[src/rtl/spw_rx_packet_reader.sv]
// -----------------------------------------------------------------------------
// spw_rx_packet_reader
//   Drains the SpaceWire CODEC receive FIFO one N-char at a time, assembles
//   each packet (up to its EOP/EEP marker) into a local byte buffer and holds
//   it for the CPU, which reads it through a registered random-access port and
//   releases it with pkt_ack.
//
// Ports
//   CLOCK       system clock (shared with the CODEC FIFO interface)
//   RESET       synchronous, active-high reset
//   enable      allows new FIFO reads from FETCH
//   rx_empty    CODEC receive FIFO empty flag
//   rx_data     CODEC FIFO output, valid the cycle after rx_rd; bit8 = control
//   rx_rd       FIFO read enable, single-cycle pulse
//   pkt_valid   a completed packet is held in the buffer
//   pkt_len     stored byte count (0 .. 2**ADDR_W), tracks assembly live
//   pkt_err     packet ended by EEP or an unknown control char
//   pkt_trunc   packet overflowed the buffer; excess bytes dropped
//   pkt_ack     CPU releases the buffer (only honoured while holding a packet)
//   rd_addr     buffer read address
//   rd_data     buffer byte at rd_addr, one cycle latency
//   good_count  saturating count of clean EOP-terminated packets
//   bad_count   saturating count of packets with pkt_err or pkt_trunc
// -----------------------------------------------------------------------------
module spw_rx_packet_reader #(
  parameter int unsigned ADDR_W = 6,
  parameter int unsigned CNT_W  = 16
) (
  input  logic              CLOCK,
  input  logic              RESET,
  input  logic              enable,
  input  logic              rx_empty,
  input  logic [8:0]        rx_data,
  output logic              rx_rd,
  output logic              pkt_valid,
  output logic [ADDR_W:0]   pkt_len,
  output logic              pkt_err,
  output logic              pkt_trunc,
  input  logic              pkt_ack,
  input  logic [ADDR_W-1:0] rd_addr,
  output logic [7:0]        rd_data,
  output logic [CNT_W-1:0]  good_count,
  output logic [CNT_W-1:0]  bad_count
);

  localparam int unsigned DEPTH = 2 ** ADDR_W;
  localparam int unsigned LEN_W = ADDR_W + 1;

  typedef enum logic [1:0] {
    ST_FETCH   = 2'd0,
    ST_CAPTURE = 2'd1,
    ST_DONE    = 2'd2
  } state_e;

  state_e             state_q;
  logic [LEN_W-1:0]   len_q;
  logic               err_q;
  logic               trunc_q;
  logic               valid_q;
  logic [CNT_W-1:0]   good_q;
  logic [CNT_W-1:0]   bad_q;
  logic [7:0]         rd_data_q;
  logic [7:0]         buf_q [DEPTH];

  logic               len_full;
  logic               is_ctrl;
  logic               end_err;
  logic               wr_en;

  // Buffer is full once len reaches exactly DEPTH (only the MSB set).
  assign len_full = len_q[ADDR_W];
  assign is_ctrl  = rx_data[8];
  // Any control char other than EOP (0x100) closes the packet as an error.
  assign end_err  = (rx_data[7:0] != 8'h00);
  assign wr_en    = (state_q == ST_CAPTURE) && !is_ctrl && !len_full && !RESET;

  // The read strobe must be decided in the same cycle as rx_empty so the
  // FIFO is never read while empty; the FSM state itself is registered.
  assign rx_rd = (state_q == ST_FETCH) && enable && !rx_empty && !RESET;

  // Packet assembly FSM with registered status and statistics.
  always_ff @(posedge CLOCK) begin
    if (RESET) begin
      state_q <= ST_FETCH;
      len_q   <= '0;
      err_q   <= 1'b0;
      trunc_q <= 1'b0;
      valid_q <= 1'b0;
      good_q  <= '0;
      bad_q   <= '0;
    end else begin
      case (state_q)
        ST_FETCH: begin
          if (enable && !rx_empty) begin
            state_q <= ST_CAPTURE;
          end
        end

        ST_CAPTURE: begin
          if (!is_ctrl) begin
            if (!len_full) begin
              len_q <= len_q + LEN_W'(1);
            end else begin
              trunc_q <= 1'b1;
            end
            state_q <= ST_FETCH;
          end else begin
            err_q   <= end_err;
            valid_q <= 1'b1;
            state_q <= ST_DONE;
            // Statistics update exactly once, on the transition into DONE.
            if (end_err || trunc_q) begin
              if (bad_q != {CNT_W{1'b1}}) begin
                bad_q <= bad_q + CNT_W'(1);
              end
            end else begin
              if (good_q != {CNT_W{1'b1}}) begin
                good_q <= good_q + CNT_W'(1);
              end
            end
          end
        end

        ST_DONE: begin
          if (pkt_ack) begin
            len_q   <= '0;
            err_q   <= 1'b0;
            trunc_q <= 1'b0;
            valid_q <= 1'b0;
            state_q <= ST_FETCH;
          end
        end

        default: begin
          state_q <= ST_FETCH;
        end
      endcase
    end
  end

  // Packet buffer write port; contents survive reset.
  always_ff @(posedge CLOCK) begin
    if (wr_en) begin
      buf_q[len_q[ADDR_W-1:0]] <= rx_data[7:0];
    end
  end

  // Registered read port; a same-cycle write returns the old byte.
  always_ff @(posedge CLOCK) begin
    if (RESET) begin
      rd_data_q <= 8'h00;
    end else begin
      rd_data_q <= buf_q[rd_addr];
    end
  end

  assign pkt_valid  = valid_q;
  assign pkt_len    = len_q;
  assign pkt_err    = err_q;
  assign pkt_trunc  = trunc_q;
  assign rd_data    = rd_data_q;
  assign good_count = good_q;
  assign bad_count  = bad_q;

endmodule

[config.mk]
export PLATFORM = sky130hd
export DESIGN_NAME = spw_rx_packet_reader
export DESIGN_NICKNAME = d
export VERILOG_FILES = /design/src/rtl/spw_rx_packet_reader.sv
export SDC_FILE = /design/constraint.sdc
export NUM_CORES = 1
export LEC_CHECK = 0
export CAP_MARGIN = 20
export CORE_MARGIN = 5
export CORE_UTILIZATION = 55
export CTS_CLUSTER_SIZE = 20
export DETAILED_ROUTE_END_ITERATION = 12
export PLACE_DENSITY = 0.76
export SKIP_LAST_GASP = 1
export SLEW_MARGIN = 20
export SYNTH_ARGS = -nofsm -noshare
export SYNTH_HDL_FRONTEND = slang
export SYNTH_SLANG_ARGS = --single-unit
[constraint.sdc]
create_clock -name CLOCK -period 4.8 [get_ports CLOCK]
set_input_delay 0.72 -clock CLOCK [delete_from_list [all_inputs] [get_ports CLOCK]]
set_output_delay 0.72 -clock CLOCK [all_outputs]
set_load 0.01 [all_outputs]
After elaboration in Yosys (flattened, before gate mapping)
Memory sizes are Yosys's and may differ from the RTL's. A register that Yosys moved wholly into a read port is not among the register bits.
Index checks and enable logic that the tools add are counted.
- register bits after elaboration: 44
- bits in writable memories: 512
- input bits: 20
- logic and storage cells: 63
- memories: 1
- add/sub/neg operators: 3
- equality and inequality tests: 10
- mux-type cells: 18
- bitwise gates (word level): 1
- reductions and logical operators: 22
- memory list (name ; words ; bits a word ; rd ports ; clocked after Yosys merged registers in ; write ports ; RTL line ; source):
    buf_q ; 64 ; 8 ; 1 ; 1 ; 1 ; 63 ; logic [7:0] buf_q [DEPTH];
- operators with widths (operator ; count):
    $add 16x1->16 const B ; 2
    $ne 16x16->1 const B ; 2
    $mux 7 ; 3
    $reduce_and 4->1 ; 4
    $pmux 7 s2 ; 1
    $ne 2x2->1 const B ; 5
    $reduce_bool 8->1 ; 1
    $add 7x1->7 const B ; 1
    $logic_and 1x1->1 ; 7
    $mux 1 ; 7
    $mux 2 ; 3
    $pmux 1 s2 ; 3
    $pmux 2 s3 ; 1
    $reduce_and 3->1 ; 2
    $logic_not 1->1 ; 4
    $eq 2x1->1 const B ; 1
    $eq 2x2->1 const B ; 1
    $logic_not 2->1 ; 1
    $ne 2x1->1 const B ; 1
    $reduce_and 2->1 ; 1
    $reduce_bool 2->1 ; 1
    $logic_or 1x1->1 ; 1
    $not 1->1 ; 1

Longest topological paths before layout
Gate-level depths: netlist (run 1).
- depth after elaboration: 6
- gate-level depth with buffers: 8
- depth with buffers taken out: 6

Worst setup path after synthesis (run 1)
OpenSTA, ideal clock, no wires.
- kind: input to register
- from: in RESET
- to: mem buf_q[63][0] (enable)
- library setup time: 0.371 ns
- arrival: 2.207 ns
- slack: 2.223 ns
- stages: 5
- cell sequence: clkbuf_1 > or4_1 > nor2_1 > nand3_1 > nor2_1
- longest elaborated chain between the ends: 4
- RTL lines (what ; RTL line ; source):
    start: declaration ; 30 ; input logic RESET,
    $logic_not 1->1 ; 75 ; assign wr_en = (state_q == ST_CAPTURE) && !is_ctrl && !len_full && !RESET;
    $logic_and 1x1->1 ; 75 ;
    $mux 1 ; 143 ; if (wr_en) begin
    $mux 1 (implied by the code) ; 144 ; buf_q[len_q[ADDR_W-1:0]] <= rx_data[7:0];
    end: declaration ; 63 ;
Every way passes these cells.

Worst setup path after layout (run 1)
- from: in rx_data[8]
- to: mem buf_q[22][7] (enable)
- longest elaborated chain between the ends: 6
- RTL lines (what ; RTL line ; source):
    start: declaration ; 33 ; input logic [8:0] rx_data,
    $logic_not 1->1 ; -- ;
    $logic_and 1x1->1 (3 in series) ; 75 ;
    $mux 1 ; 143 ;
    $mux 1 (implied by the code) ; 144 ;
Every way passes these cells.

==> results of run 1 <==
-- registers in the layout, summed over array words and instances (netlist names) --
| register | count |
|---|---|
| state_q | 2 |
| good_count | 16 |
| pkt_len | 7 |
| pkt_trunc | 1 |
| bad_count | 16 |
| pkt_err | 1 |
| rd_data | 8 |
| pkt_valid | 1 |
| buf_q | 512 |
-- cell usage in the layout, fill, tap and decap left out, types with 18 or more instances in the layout --
master and n:
o21ai_0 22, mux2i_1 24, nand2b_1 18, nor2_1 117, clkdlybuf4s50_1 58, clkbuf_16 55
edfxtp_1 512, nand2_1 39, dfxtp_1 52, a21oi_1 18, mux4_2 124, buf_4 26
nand3_1 25
-- cell type report --
class / instances / area (sq um) / share of cell area
Sequential cell: 564 / 16400 / 0.650
Tap cell: 525 / 657 / 0.0260
Timing Repair Buffer: 96 / 860 / 0.0341
Clock inverter: 21 / 185 / 0.00734
Multi-Input combinational cell: 574 / 5540 / 0.219
Inverter: 6 / 22.5 / 0.000892
Clock buffer: 78 / 1560 / 0.0619
-- per-layer routing --
metal  global-route usage  vias up
met4               0.0774        2
met3               0.0561      112
met1                0.354     6026
met2                0.361      783
met5                    0        -
li1                     -     5065
-- final timing paths --
check | startpoint | to | slack (ns) | depth (start not counted)
min reg2reg | pkt_err$_SDFFE_PP0P_ | pkt_err$_SDFFE_PP0P_ | 0.46 | 2
max | rx_data[8] | buf_q[22][7]$_DFFE_PP_ | 1.46 | 5
max reg2reg | state_q[1]$_SDFFE_PP0P_ | buf_q[22][7]$_DFFE_PP_ | 1.70 | 5
min | pkt_err$_SDFFE_PP0P_ | pkt_err$_SDFFE_PP0P_ | 0.46 | 2
-- power by group through the flow --
stage / Clock [W] / Sequential, W / Combinational, W
2_1_floorplan: 0 / 0.00547 / 0.000233
3_3_place_gp: 0 / 0.00547 / 0.000445
3_5_place_dp: 0 / 0.00547 / 0.000451
4_1_cts: 0.00419 / 0.00537 / 0.000453
5_1_grt: 0.00441 / 0.00537 / 0.000477
6_report: 0.00415 / 0.00537 / 0.000452
-- cell families (layout without fill, tap and decap cells) --
group	Yosys count	count (layout)	share of synthesized area
flip-flops	564	564	0.739
adder cells (fa/ha/maj)	3	3	0.00169
buffers and inverters	64	201	0.0121
AND/OR/NAND/NOR	273	273	0.0601
XOR/XNOR	22	22	0.00867
multiplexers	159	159	0.142
AO/OA/AOI/OAI	117	117	0.0368
-- metrics by stage --
step	hold WS [ns]	cells	total power, W
after floorplan	0.473	1202	0.00571
after global placement	0.453	1765	0.00592
after detailed placement	0.463	1765	0.00592
after CTS	0.442	1864	0.0100
after global routing	0.466	1864	0.0103
final	0.464	1864	0.00997
-- worst min-delay path, delay by kind of cell (launching register included) --
family	cells	cell delay (ns)
simple gates	1	0.05
flops	1	0.31
compound gates	1	0.05
==> results by group, run 1 <==
Placement
  – DP HPWL: ~33 mm
  – GPL Wtd Cong: a little over 0.9
  – Cell Area, Placed: 0.0235 sq mm
  – Dpl ws: 0.907 ns
  – I/O Buffers: 70

Timing
  – # setup viols final: 0
  – Setup TNS: 0 ns
  – Pins over their slew limit: 0
  – RSZ-0062 raised after global routing: false
  – Worst clock skew: 0.0176 ns
  – Slew @ Worst Pin: 1.02 ns
  – Final hold vios: 0
  – Final period util: 0.696
  – Max Freq: around 300 MHz
  – Min cycle time layout: 3.34 ns
  – Slew headroom: 0.316
  – Final worst setup slack: 1.46 ns

GRT
  – First-pass GRT wire length: 78.6 mm
  – Gr ovfl total: 0
  – Largest net degree at the start of global routing: a little under 70
  – Total GRT Usage: 0.240
  – Initial antenna violation count: 2
  – Vias in the first global route: about 12000

Detailed routing
  – Drt wl/cell: ~28 um
  – Total length of routed wires: 52.8 mm
  – First-pass DRT Iterations: 6
  – DRT iter0 DRCs: roughly 1500
  – Top layer in use: met5
  – WL met3: 5.94 mm
  – Antenna viol nets, final: 0
  – Vias: roughly 12000
  – DR DRC count: 0
  – Metal2 WL: 24.5 mm
  – DR vias/cell: about 6.4
  – M1 wire length: between 20 and 25 mm

Synthesis
  – Seq cells post-synth: 564
  – Main flop type after synthesis: edfxtp_1
  – Post-synth EDFFs: 512
  – Syn Std Cell Area: 0.0222 sq mm
  – Most common cell in the synthesized netlist: edfxtp_1
  – Synth top area share: 0.692
  – Yosys warns: 0
  – Post-synth ARST share: 0
  – Mapped Cells: 1202
  – Avg Cell Area, Syn: around 18 sq um
  – Top cell type by total area after synthesis: edfxtp_1
  – Post-Syn Nets: 1225
  – Synth top cells by count: edfxtp_1, mux4_2, nor2_1, dfxtp_1, nand2_1
  – Top cells by area, synth: edfxtp_1, mux4_2, dfxtp_1
  – Unique masters post-synth: 55
  – Seq/Total Area, Yosys: 0.739

Final layout
  – # fillers: around 2800
  – Final net count: 1319
  – Post-layout util: 0.634
  – Synthesis-to-finish area growth: 13.6%
  – Layout cells sized above 1: 0.199
  – Antenna cells: 0
  – Design area: 0.0252 sq mm

Die
  – Core Region: 0.0398 sq mm
  – Die ar.: 0.0445 sq mm
  – Initial core utilization: 0.558
  – # rows: 73
  – Die Wd: ~210 um
  – # IOs: 71
  – Die height: ~210 um

Clock tree
  – Clock sink count: ~560
  – Worst-case clock buffer depth: 3
  – Clock buffer count from CTS: 54
  – Clock-pin slew of the registers on the worst-case setup and hold paths: 0.06 ns
  – H-tree levels: 2
  – TritonCTS clock tree: yes
  – Clk_lat worst skew: 0.60 ns
  – CTS hold repair buffers: 0
  – Post-CTS sizing: 0
  – Post-CTS Setup Bufs: 0
  – Clk root buf: clkbuf_16

Setup path
  – Cell Chain, Critical Path: clkdlybuf4s50_1, or4_1, nor2_1, nand3_1, nor2_1
  – Max incr delay on CP: 0.81 ns
  – Crit path kind: in2reg
  – Crit path required time: 5.02 ns
  – Crit path launch type: primary input
  – Crit path max-delay family: simple AND/OR/NAND/NOR gates
  – Crit path max fanout: 8
  – Worst path bufs/invs: 1
  – Crit path DAT: 3.56 ns
  – Cell mode on critical path: nor2_1
  – CP endpoint kind: flop
  – Slowest stage cell, crit path: nor2_1

Power and ir drop
  – Gate power share: 0.045
  – Cell Int Power: 0.00790 W
  – PwrDens: 395 mW/mm^2
  – Worst IR Drop VDD: 0.000277 V
  – Sw Share: 0.207
  – Reg power frac: 0.539
  – Switch Pwr: 0.00206 W
  – Leakage Power: slightly below 8 nW
  – Clk pwr share: 0.416

Job
  – Max Cap Viol: 0

Min path
  – HP Class: reg2reg

Status
  – Status: completed
Note: power is estimated with default switching activity, not from simulation.
==> run 2: changes to the inputs <==
- clock period: 4.8 -> 3.4 ns (I/O delays scaled with it)
==> run 2 against run 1 <==
  * Core utilization up 2.0 points
  * Final cell count up 4.3%
  * Register-to-register slack worse by 0.87 ns
  * Largest cell class unchanged
==> results by group, run 2 (synthesized netlist as in run 1, its figures left out) <==
Timing
  – Final hold vios: 0 (unchanged)
  – Min cycle time layout: 2.60 ns
  – Final period util: 0.765
  – Max Freq: 384 MHz
  – Worst clock skew: 0.0212 ns (was 0.0176 ns)
  – # setup viols final: 0 (unchanged)
  – Slew @ Worst Pin: 0.890 ns (was 1.02 ns)
  – Pins over their slew limit: 0 (unchanged)
  – Setup TNS: 0 ns (unchanged)
  – Slew headroom: 0.402 (was 0.316)
  – Worst hold slack: 0.472 ns (was 0.464 ns)
  – RSZ-0062 raised after global routing: false (unchanged)

Clock tree
  – Clock-pin slew of the registers on the worst-case setup and hold paths: 0.06 ns (about the same)
  – H-tree levels: 2 (unchanged)
  – Clk root buf: clkbuf_16 (unchanged)
  – Clk_lat worst skew: 0.60 ns (about the same)
  – Clock buffer count from CTS: 53 (was 54)
  – Post-CTS sizing: 0 (unchanged)
  – TritonCTS clock tree: yes (unchanged)
  – CTS hold repair buffers: 0 (unchanged)
  – Worst-case clock buffer depth: 3 (unchanged)
  – Clock sink count: 564 (unchanged)
  – Post-CTS Setup Bufs: 0 (unchanged)

Final layout
  – # fillers: 2646 (was 2752)
  – Layout cells sized above 1: 0.248 (was 0.199)
  – Post-route insts no fill: 1945 (was 1864)
  – Commonest non-fill, non-tap cell in the layout: edfxtp_1 (unchanged)
  – Final net count: 1399 (was 1319)
  – Flip-flop count of the largest register after layout: 512 (unchanged)
  – Synthesis-to-finish area growth: 17.2% (was 13.6%)
  – Most frequent cells in the layout: edfxtp_1, mux4_2, nor2_1 (unchanged)
  – Antenna cells: 0 (unchanged)

Power and ir drop
  – Power Total: 0.0145 W (was 0.00997 W)
  – Leakage Power: 8.37 nW (was 7.84 nW)
  – PwrDens: 555 mW/mm^2 (was 395 mW/mm^2)
  – Worst IR Drop VDD: 0.000423 V (was 0.000277 V)

Status
  – Status: completed (unchanged)

Setup path
  – Crit path required time: 3.71 ns (was 5.02 ns)
  – Crit path max fanout: 8 (unchanged)
  – Crit path kind: in2reg (unchanged)
  – Cell Chain, Critical Path: clkdlybuf4s50_1, or4_1, nor2_1, nand2_1, nor2_1, buf_4 (was clkdlybuf4s50_1, or4_1, nor2_1, nand3_1, nor2_1)
  – CP endpoint kind: flop (unchanged)
  – Slowest stage cell, crit path: or4_1 (was nor2_1)
  – Crit path launch type: primary input (unchanged)
  – Crit path DAT: 2.91 ns (was 3.56 ns)
  – Cell mode on critical path: nor2_1 (unchanged)
  – Max incr delay on CP: 0.60 ns (was 0.81 ns)

Placement
  – Placed insts: 1846 (was 1765)
  – GPL Wtd Cong: 0.919 (was 0.929)
  – I/O Buffers: 70 (unchanged)
  – DP HPWL: 31.4 mm (was 33.1 mm)

Job
  – Max Cap Viol: 0 (unchanged)

GRT
  – Gr ovfl total: 0 (unchanged)
  – First-pass GRT wire length: 76.3 mm (was 78.6 mm)
  – Initial antenna violation count: 0 (was 2)
  – Vias in the first global route: 12200 (was 12000)
  – Largest net degree at the start of global routing: 65 (was 68)
  – Total GRT Usage: 0.227 (was 0.240)

Min path
  – HP Class: reg2reg (unchanged)

Die
  – Initial core utilization: 0.558 (unchanged)
  – Core Region: 0.0398 sq mm (unchanged)
  – # rows: 73 (unchanged)
  – Die height: 211 um (unchanged)
  – # IOs: 71 (unchanged)
  – Die Wd: 211 um (unchanged)
  – Die ar.: 0.0445 sq mm (unchanged)

Detailed routing
  – Antenna viol nets, final: 0 (unchanged)
  – Total length of routed wires: 49.9 mm (was 52.8 mm)
  – DRT iter0 DRCs: 1221 (was 1463)
  – Drt wl/cell: 25.7 um (was 28.3 um)
  – DR vias/cell: 6.20 (was 6.43)
  – First-pass DRT Iterations: 5 (was 6)
  – Vias: 12100 (was 12000)
  – DR DRC count: 0 (unchanged)
==> run 2: path summary, 6_finish.rpt <==
check / startpoint / to / slack [ns] / cells past startpoint
setup / recovery: rx_data[8] / buf_q[36][6]$_DFFE_PP_ / 0.80 / 6
setup reg to reg: state_q[1]$_SDFFE_PP0P_ / buf_q[36][6]$_DFFE_PP_ / 0.83 / 6
hold / removal: pkt_valid$_SDFFE_PP0P_ / pkt_valid$_SDFFE_PP0P_ / 0.47 / 2
hold reg to reg: pkt_valid$_SDFFE_PP0P_ / pkt_valid$_SDFFE_PP0P_ / 0.47 / 2
==> run 2: per-layer routing <==
metal | global-route usage | up-vias | part of all wire
met2 | 0.363 | 589 | 0.49
met3 | 0.0437 | 71 | 0.086
met4 | 0.0653 | 0 | 0.026
met1 | 0.327 | 6180 | 0.40
li1 | - | 5221 | -
met5 | 0 | - | 0
==> run 2: area by class of cell <==
cell class | instances | area (sq um) | area share
clock buffers | 63 | 1410 | 0.0540
inverters | 6 | 22.5 | 0.000865
flip-flops and latches | 564 | 16400 | 0.630
clock inverters | 36 | 467 | 0.0179
multi-input cells | 574 | 5540 | 0.213
well taps | 525 | 657 | 0.0252
repair buffers | 177 | 1530 | 0.0588
==> run 2: where the power goes <==
group	leakage, nW	internal, W	switching, W
Combinational	2.43	0.000250	0.000388
Sequential	5.02	0.00756	0.00000806
Clock	0.918	0.00373	0.00252
==> run 2: worst max-delay path: cells and delay by family <==
kind / cells / cell delay, ns
buffers and inverters: 2 / 0.75
and+or+nand+nor: 4 / 1.64
==> run 2: per-stage QoR <==
step,utilization,setup WS (ns),cell area (sq um)
2_1_floorplan,-,1.03,22200
3_3_place_gp,0.607,0.398,24200
3_5_place_dp,0.607,0.260,24200
4_1_cts,0.654,0.882,26000
5_1_grt,0.654,0.707,26000
6_report,0.654,0.799,26000
==> run 3: changes to the inputs <==
- PLACE_DENSITY: 0.76 -> 0.78
- clock period: 3.4 -> 2.3 ns (I/O delays scaled with it)
==> run 3 against run 2 <==
  * Critical path depth down 5
  * Die area unchanged
  * Clock power up 38%
  * Combinational power up 66%
  * Core utilization up 1.2 points
  * Register-to-register slack worse by 0.66 ns
  * Design area up 1.9%
  * Routed wire length up 7.6%
  * Highest routed layer is now met5
==> results by group, run 3 (synthesized netlist as in run 1, its figures left out) <==
Status
  – Status: completed (unchanged)

Min path
  – HP Class: in2reg (was reg2reg)

Timing
  – # setup viols final: 0 (unchanged)
  – Worst clock skew: 0.0249 ns (was 0.0212 ns)
  – Min cycle time layout: 2.21 ns
  – Final worst setup slack: 0.0908 ns (was 0.799 ns)
  – Worst hold slack: 0.131 ns (was 0.472 ns)
  – Final period util: 0.961
  – RSZ-0062 raised after global routing: false (unchanged)
  – Slew @ Worst Pin: 0.866 ns (was 0.890 ns)
  – Pins over their slew limit: 0 (unchanged)
  – Max Freq: 453 MHz
  – Slew headroom: 0.422 (was 0.402)
  – Final hold vios: 0 (unchanged)

Die
  – Die height: 211 um (unchanged)
  – # rows: 73 (unchanged)
  – Die Wd: 211 um (unchanged)
  – Initial core utilization: 0.558 (unchanged)
  – Die ar.: 0.0445 sq mm (unchanged)
  – Core Region: 0.0398 sq mm (unchanged)
  – # IOs: 71 (unchanged)

Setup path
  – Slowest stage cell, crit path: clkdlybuf4s50_1 (was or4_1)
  – Max incr delay on CP: 0.66 ns (was 0.60 ns)
  – CP endpoint kind: output pin (was flop)
  – Worst path bufs/invs: 1 (was 2)
  – Crit path launch type: flop (was primary input)
  – Crit path max-delay family: buffers and inverters (was simple AND/OR/NAND/NOR gates)
  – Crit path kind: reg2out (was in2reg)
  – Crit path DAT: 1.86 ns (was 2.91 ns)
  – Cell Chain, Critical Path: clkdlybuf4s50_1 (was clkdlybuf4s50_1, or4_1, nor2_1, nand2_1, nor2_1, buf_4)
  – Crit path required time: 1.96 ns (was 3.71 ns)
  – Crit path max fanout: 10 (was 8)

Clock tree
  – Clock sink count: 564 (unchanged)
  – TritonCTS clock tree: yes (unchanged)
  – Post-CTS Setup Bufs: 0 (unchanged)
  – Worst-case clock buffer depth: 3 (unchanged)
  – Clock-pin slew of the registers on the worst-case setup and hold paths: 0.06 ns (about the same)
  – Clk root buf: clkbuf_16 (unchanged)
  – Clk_lat worst skew: 0.61 ns (was 0.60 ns)
  – Clock buffer count from CTS: 55 (was 53)
  – H-tree levels: 2 (unchanged)

GRT
  – First-pass GRT wire length: 80.6 mm (was 76.3 mm)
  – Largest net degree at the start of global routing: 65 (unchanged)
  – Gr ovfl total: 0 (unchanged)
  – Total GRT Usage: 0.244 (was 0.227)
  – Vias in the first global route: 12900 (was 12200)
  – Initial antenna violation count: 1 (was 0)

Power and ir drop
  – PwrDens: 787 mW/mm^2 (was 555 mW/mm^2)
  – Worst IR Drop VDD: 0.000883 V (was 0.000423 V)
  – Power Total: 0.0209 W (was 0.0145 W)
  – Leakage Power: 8.65 nW (was 8.37 nW)

Placement
  – DP HPWL: 34.5 mm (was 31.4 mm)
  – GPL Wtd Cong: 0.929 (was 0.919)
  – Dpl ws: -0.349 ns (was 0.260 ns)
  – I/O Buffers: 70 (unchanged)

Final layout
  – Flip-flop count of the largest register after layout: 512 (unchanged)
  – Post-layout util: 0.666 (was 0.654)
  – Most frequent cells in the layout: edfxtp_1, buf_4, mux4_2 (was edfxtp_1, mux4_2, nor2_1)
  – Synthesis-to-finish area growth: 19.3% (was 17.2%)
  – Final net count: 1463 (was 1399)
  – Layout cells sized above 1: 0.273 (was 0.248)
  – Commonest non-fill, non-tap cell in the layout: edfxtp_1 (unchanged)
  – Antenna cells: 0 (unchanged)

Detailed routing
  – First-pass DRT Iterations: 6 (was 5)
  – Antenna viol nets, final: 0 (unchanged)
  – DR DRC count: 0 (unchanged)
  – DRT iter0 DRCs: 1396 (was 1221)
  – Drt wl/cell: 26.7 um (was 25.7 um)
  – Total length of routed wires: 53.7 mm (was 49.9 mm)
  – DR vias/cell: 6.25 (was 6.20)
  – Vias: 12600 (was 12100)

Job
  – Max Cap Viol: 0 (unchanged)
[run 3: cell count changes in the layout (fill, tap and decap cells not counted), moves of 3 or more]
| cell | delta |
|---|---|
| dfxtp_2 | +3 |
| clkinv_2 | -5 |
| clkbuf_1 | +9 |
| bufinv_16 | -6 |
| buf_4 | +48 |
| dfxtp_1 | -3 |
| clkinv_1 | +5 |
| buf_12 | +14 |
[run 3: worst paths after layout]
path	from	to	slack [ns]	cells past startpoint
worst max-delay path	pkt_len[5]$_SDFFE_PP0P_	pkt_len[5]	0.09	1
worst min-delay path	rx_data[4]	buf_q[12][4]$_DFFE_PP_	0.13	1
worst max register to register	state_q[0]$_SDFFE_PP0P_	buf_q[58][0]$_DFFE_PP_	0.17	8
worst min register to register	pkt_valid$_SDFFE_PP0P_	pkt_valid$_SDFFE_PP0P_	0.46	2
[run 3: through the flow]
stage	area, sq um	setup TNS, ns	instances
after floorplan	22200	0	1202
after global placement	24800	-121.59	1908
after detailed placement	24800	-143.34	1908
after CTS	26500	0	2010
after global routing	26500	0	2010
final	26500	0	2010
[run 3: cell type report]
class / count / area, sq um
multi-input cells: 574 / 5540
clock inverters: 30 / 260
repair buffers: 239 / 2170
clock buffers: 72 / 1450
flip-flops and latches: 564 / 16400
fillers: 2602 / 13300
well taps: 525 / 657
inverters: 6 / 22.5
[run 3: power by group]
group          internal [W]  switching [W]
Clock               0.00489        0.00371
Sequential           0.0112      0.0000117
Combinational      0.000438       0.000621
Total                0.0165        0.00435
[run 3: timing repair]
action,4_1_cts,5_1_grt
hold buffers,0,0
gates resized for setup,1,3
cloned,0,0
setup endpoints to repair,1,104
[run 3: routing by layer]
layer	part of all wire	vias up	routed length, um	track usage
li1	-	5348	-	-
met1	0.38	6327	20100	0.340
met2	0.47	748	25300	0.376
met3	0.11	144	5770	0.0609
met4	0.046	2	2460	0.101
met5	0.00013	-	7	0
